<file path="src/rtl/mm_tile_sequencer.sv">
// Purpose: steps the SxS systolic core through its four tiles, captures each tile's
//          result bus into a buffer, then streams all 4*S*S elements out in index order.
// Latency: start to first out_valid = 1 + 4*(RST_CYCLES+COMPUTE_CYCLES+1) cycles.
// Backpressure: out_valid/out_ready; the held beat (data/index/last) is frozen while stalled.
//
// Ports:
//   clk, rst            clock and synchronous active-high reset
//   start / busy / done run request, in-progress flag, end-of-run pulse
//   core_rst, sel1/sel2 core reset and tile select ({sel1,sel2} = tile number)
//   core_data           core result bus, element 0 in MSBs, row-major
//   out_*               result stream, one M-bit element per beat
module mm_tile_sequencer #(
  parameter int M              = 6,
  parameter int S              = 4,
  parameter int RST_CYCLES     = 2,
  parameter int COMPUTE_CYCLES = 20
) (
  input  logic                        clk,
  input  logic                        rst,
  input  logic                        start,
  output logic                        busy,
  output logic                        done,
  output logic                        core_rst,
  output logic                        sel1,
  output logic                        sel2,
  input  logic [S*S*M-1:0]            core_data,
  output logic                        out_valid,
  input  logic                        out_ready,
  output logic [M-1:0]                out_data,
  output logic [$clog2(4*S*S)-1:0]    out_index,
  output logic                        out_last
);

  localparam int NE = S*S;          // elements per tile
  localparam int NB = 4*NE;         // elements in the full result
  localparam int IW = $clog2(NB);

  typedef enum logic [2:0] {IDLE, CLEAR, RUN, CAPTURE, DRAIN, FIN} state_t;

  state_t        state;
  logic [1:0]    tile;
  logic [15:0]   cnt;
  logic [M-1:0]  rbuf [NB];
  logic [IW-1:0] nidx;

  // tile doubles as the select register, so sel only moves when tile does
  // (on entry to CLEAR) and stays put through RUN and CAPTURE.
  assign sel1 = tile[1];
  assign sel2 = tile[0];
  assign nidx = out_index + IW'(1);

  // Result buffer: no reset, every slot is rewritten before the drain reads it.
  always_ff @(posedge clk) begin
    if (state == CAPTURE) begin
      for (int e = 0; e < NE; e++) begin
        rbuf[IW'(int'(tile)*NE + e)] <= core_data[(NE-1-e)*M +: M];
      end
    end
  end

  always_ff @(posedge clk) begin
    if (rst) begin
      state     <= IDLE;
      tile      <= 2'd0;
      cnt       <= '0;
      busy      <= 1'b0;
      done      <= 1'b0;
      core_rst  <= 1'b1;
      out_valid <= 1'b0;
      out_data  <= '0;
      out_index <= '0;
      out_last  <= 1'b0;
    end else begin
      unique case (state)
        IDLE: begin
          core_rst <= 1'b1;
          if (start) begin
            state <= CLEAR;
            tile  <= 2'd0;
            cnt   <= '0;
            busy  <= 1'b1;
          end
        end
        CLEAR: begin
          if (cnt == 16'(RST_CYCLES-1)) begin
            state    <= RUN;
            core_rst <= 1'b0;
            cnt      <= '0;
          end else begin
            cnt <= cnt + 16'd1;
          end
        end
        RUN: begin
          // core_rst stays low through CAPTURE so the bus is sampled
          // exactly COMPUTE_CYCLES after the core left reset.
          if (cnt == 16'(COMPUTE_CYCLES-1)) begin
            state <= CAPTURE;
          end else begin
            cnt <= cnt + 16'd1;
          end
        end
        CAPTURE: begin
          core_rst <= 1'b1;
          cnt      <= '0;
          if (tile != 2'd3) begin
            tile  <= tile + 2'd1;
            state <= CLEAR;
          end else begin
            // Slot 0 was filled three tiles ago, so it is safe to read
            // while slot 3 is being written on this same edge.
            state     <= DRAIN;
            out_valid <= 1'b1;
            out_index <= '0;
            out_data  <= rbuf[0];
            out_last  <= (NB == 1);
          end
        end
        DRAIN: begin
          if (out_ready) begin
            if (out_last) begin
              state     <= FIN;
              out_valid <= 1'b0;
              out_last  <= 1'b0;
              done      <= 1'b1;
              busy      <= 1'b0;
            end else begin
              out_index <= nidx;
              out_data  <= rbuf[nidx];
              out_last  <= (nidx == IW'(NB-1));
            end
          end
        end
        FIN: begin
          done  <= 1'b0;
          state <= IDLE;
        end
        default: state <= IDLE;
      endcase
    end
  end

endmodule

</file>
<file path="config.mk">
export PLATFORM = sky130hd
export DESIGN_NAME = mm_tile_sequencer
export DESIGN_NICKNAME = d
export VERILOG_FILES = /design/src/rtl/mm_tile_sequencer.sv
export SDC_FILE = /design/constraint.sdc
export NUM_CORES = 1
export LEC_CHECK = 0
export BUFFER_PORTS_ARGS = -buffer_cell sky130_fd_sc_hd__buf_2
export CAP_MARGIN = 10
export CELL_PAD_IN_SITES_DETAIL_PLACEMENT = 1
export CELL_PAD_IN_SITES_GLOBAL_PLACEMENT = 1
export CORE_ASPECT_RATIO = 0.6
export CORE_MARGIN = 5
export CORE_UTILIZATION = 50
export CTS_CLUSTER_DIAMETER = 50
export DETAILED_ROUTE_END_ITERATION = 16
export GPL_ROUTABILITY_DRIVEN = 0
export PLACE_DENSITY = 0.86
export SETUP_SLACK_MARGIN = 0.3
export SLEW_MARGIN = 20
export SYNTH_ARGS = -nofsm -noshare
export SYNTH_HDL_FRONTEND = slang
export SYNTH_SLANG_ARGS = --single-unit
</file>
<file path="constraint.sdc">
create_clock -name clk -period 8 [get_ports clk]
set_clock_uncertainty 0.2 [all_clocks]
set_input_delay 0.8 -clock clk [delete_from_list [all_inputs] [get_ports clk]]
set_output_delay 0.8 -clock clk [all_outputs]
set_load 0.02 [all_outputs]
</file>
==> key figures <==
Worst setup path
  – Crit path max-delay family: buffers and inverters
  – Crit-path cells: inv_1 > ha_4 > buf_4 > mux4_2 > o21ai_0 > nand3_1 > a41oi_1 > o21ai_1
  – CP Data Arrival Time: 4.57 ns
  – Crit path max fanout: 68
  – Worst reg2reg setup slack: 3.67 ns
  – WP depth: 8
  – Worst Setup SP: out_index[0]$_SDFFE_PP0P_
  – CP Buf/Inv Count: 2
  – Worst r2r path cells: 8
  – Max incr delay on CP: 1.01 ns
  – FF-to-FF End: out_data[4]$_SDFFE_PP0P_
  – Worst endpoint required time: 8.24 ns
  – Startpoint types: flip-flop
  – CP Capture Point: out_data[4]$_SDFFE_PP0P_
  – CP max-delay cell: dfxtp_4
  – Reg-to-Reg Start: out_index[0]$_SDFFE_PP0P_
  – Critical Path End Type: flip-flop
  – Critical path type: flip-flop to flip-flop

Global route
  – Initial antenna violation count: 2
  – Overflow after GRT: 0
  – Largest net degree at the start of global routing: 78
  – Vias in the first global route: 9862
  – First-pass GRT wire length: 65.6 mm
  – Gr usage total: 0.241

Synth
  – Syn Inst Count: 894
  – Most frequent cells after synthesis: edfxtp_1 (384), mux4_2 (96), nand3_1 (60)
  – Post-synth net total: 1002
  – Top cells by area, synth: edfxtp_1 (69%), mux4_2 (13%), dfxtp_1 (4.6%)
  – Most used DFF post-synth: edfxtp_1
  – Synth top area share: 0.692
  – Library cells used by synthesis: 56
  – Yosys top cell by area: edfxtp_1
  – Yosys warns: 0
  – Post-synth ARST share: 0
  – Post-synth EDFFs: 384
  – Most common cell in the netlist: edfxtp_1
  – Syn avg cell area: 18.6 um^2
  – Synth Register Bits: 422
  – Sequential fraction of the synthesis area: 0.737
  – Mapped Area: 16700 um^2

Cells and area
  – Nets@finish: 1129
  – Area delta synth->final: 14.2%
  – Share of cells above drive strength 1: 0.296

Power and ir drop
  – Pwr/cell area: 243 nW/um^2
  – PnR Total Power: 4630 uW
  – Peak VDD IR: 0.157 mV
  – Leak Pwr: 0.00623 uW

Timing
  – Slew HR: 0.206
  – Highest Clock Rate: 231 MHz
  – Final Slew Violations: 0
  – Final setup viols: 0
  – Worst-Margin Slew: 1.19 ns
  – TNS Setup: 0 ns
  – Fin crit period: 4.33 ns
  – Endpoints failing hold: 0
  – RSZ-0062 raised after global routing: false
  – Ratio of final minimum period to clock period: 0.541

Flow run
  – Max-cap violations: 0

CTS
  – Hold_buf cts: 0
  – Clock sinks: 422
  – H-tree depth: 2
  – CTS Buf Count: 39
  – Worst-Skew Late Latency: 0.55 ns
  – Clock buffer depth: 3
  – Clock Pin Slew Worst Setup and Hold Paths: 0.07 ns
  – CTS tree: built
  – Post-CTS sizing: 0
  – Postcts setup bufs: 0
  – CTS Root Cell: clkbuf_16

Route
  – Drt first pass iters: 5
  – Initial DRC count: 1326
  – DR DRC count: 0
  – Routed WL per cell: 29.6 um
  – Final ANT Viol Nets: 0
  – DRT Wirelength: 44.5 mm
  – Via count: 9518
  – Avg Vias per Cell: 6.33

Floorplan
  – Row cnt: 51
  – DIE AREA: 37200 um^2
  – Die Y: 151 um
  – Die X: 246 um
  – Initial Util: 0.510
  – Core footprint: 32700 um^2
  – I/O pins: 119

Place
  – DP HPWL: 28.9 mm
  – Port buffer count: 118

Outcome
  – Outcome: finished clean

Worst hold path
  – HP Class: flip-flop to flip-flop
==> layer usage <==
layer / wire length (um) / track usage
met5: 0 / 0
met3: 5030 / 0.0644
met1: 18400 / 0.355
met4: 977 / 0.0552
met2: 20100 / 0.367
==> layout make-up <==
cell class	instances	area [um^2]
fillers	2948	13600
flip-flops and latches	422	12300
multi-input cells	416	4140
diodes	2	5.00
inverters	8	32.5
clock inverters	16	165
clock buffers	56	1130
repair buffers	134	714
well taps	450	563
==> how the worst min path moves through the flow <==
stage	from	to	slack (ns)	cells after the start
floorplan	cnt[15]$_SDFFE_PP0P_	cnt[15]$_SDFFE_PP0P_	0.28	2
global placement	out_data[5]$_SDFFE_PP0P_	out_data[5]$_SDFFE_PP0P_	0.26	2
detailed placement	out_data[5]$_SDFFE_PP0P_	out_data[5]$_SDFFE_PP0P_	0.26	2
CTS	core_data[49]	rbuf[7][1]$_DFFE_PP_	0.25	1
global route	core_data[49]	rbuf[7][1]$_DFFE_PP_	0.26	1
finish	out_data[5]$_SDFFE_PP0P_	out_data[5]$_SDFFE_PP0P_	0.27	2
==> worst reg2reg max path, delay by kind of cell, from the launching register on <==
family / cells / cell delay [ns]
buf+inv: 2 / 1.11
flops: 1 / 1.01
fa+ha+maj: 1 / 0.63
compound gates: 3 / 0.60
mux: 1 / 0.49
simple gates: 1 / 0.18
==> cell families (layout without fill, tap and decap cells) <==
| logic type | count (synthesis) | in the layout | share of synthesized area |
|---|---|---|---|
| AO/OA/AOI/OAI | 92 | 92 | 0.0369 |
| XOR/XNOR | 21 | 21 | 0.0115 |
| adder cells (fa/ha/maj) | 8 | 8 | 0.00601 |
| buffers and inverters | 56 | 214 | 0.0161 |
| flip-flops | 422 | 422 | 0.737 |
| multiplexers | 108 | 108 | 0.137 |
| other | 0 | 2 | 0 |
| AND/OR/NAND/NOR | 187 | 187 | 0.0550 |
==> where the power goes <==
part	total (uW)	switching (uW)	internal (uW)
registers	2520	41.9	2480
logic	222	152	69.5
clock network	1890	824	1060
==> sequential cells by signal, indices dropped and copies added (netlist names) <==
name and flops:
busy 1, cnt 16, core_rst 1, done 1
out_data 6, out_index 6, out_last 1, out_valid 1
rbuf 384, state 3, tile 2
==> through the flow <==
stage	hold WS (ns)	util	worst slack (ns)	area (um^2)	std cells
3_5_place_dp	0.260	0.543	3.71	17700	1430
5_1_grt	0.262	0.583	3.40	19000	1504
3_3_place_gp	0.258	0.543	3.83	17700	1430
2_1_floorplan	0.279	-	4.06	16700	894
6_report	0.271	0.583	3.67	19000	1504
4_1_cts	0.253	0.583	3.65	19000	1502
==> placed cells by master (no fill, tap or decap), types with 6 or more instances in the layout <==
| master | n |
|---|---|
| clkbuf_16 | 40 |
| nand2_1 | 40 |
| clkbuf_1 | 9 |
| a211oi_1 | 10 |
| nor3_1 | 12 |
| o21ai_0 | 25 |
| mux2i_1 | 11 |
| ha_1 | 7 |
| a211o_1 | 6 |
| nand3_1 | 60 |
| inv_1 | 7 |
| dfxtp_1 | 37 |
| mux4_2 | 96 |
| o21ai_1 | 6 |
| buf_4 | 15 |
| xor2_1 | 15 |
| edfxtp_1 | 384 |
| buf_2 | 118 |
| a41oi_1 | 6 |
| clkbuf_8 | 7 |
| a21oi_1 | 18 |
| clkinv_2 | 6 |
| nor2_1 | 37 |
Note: power is estimated with default switching activity, not from simulation.
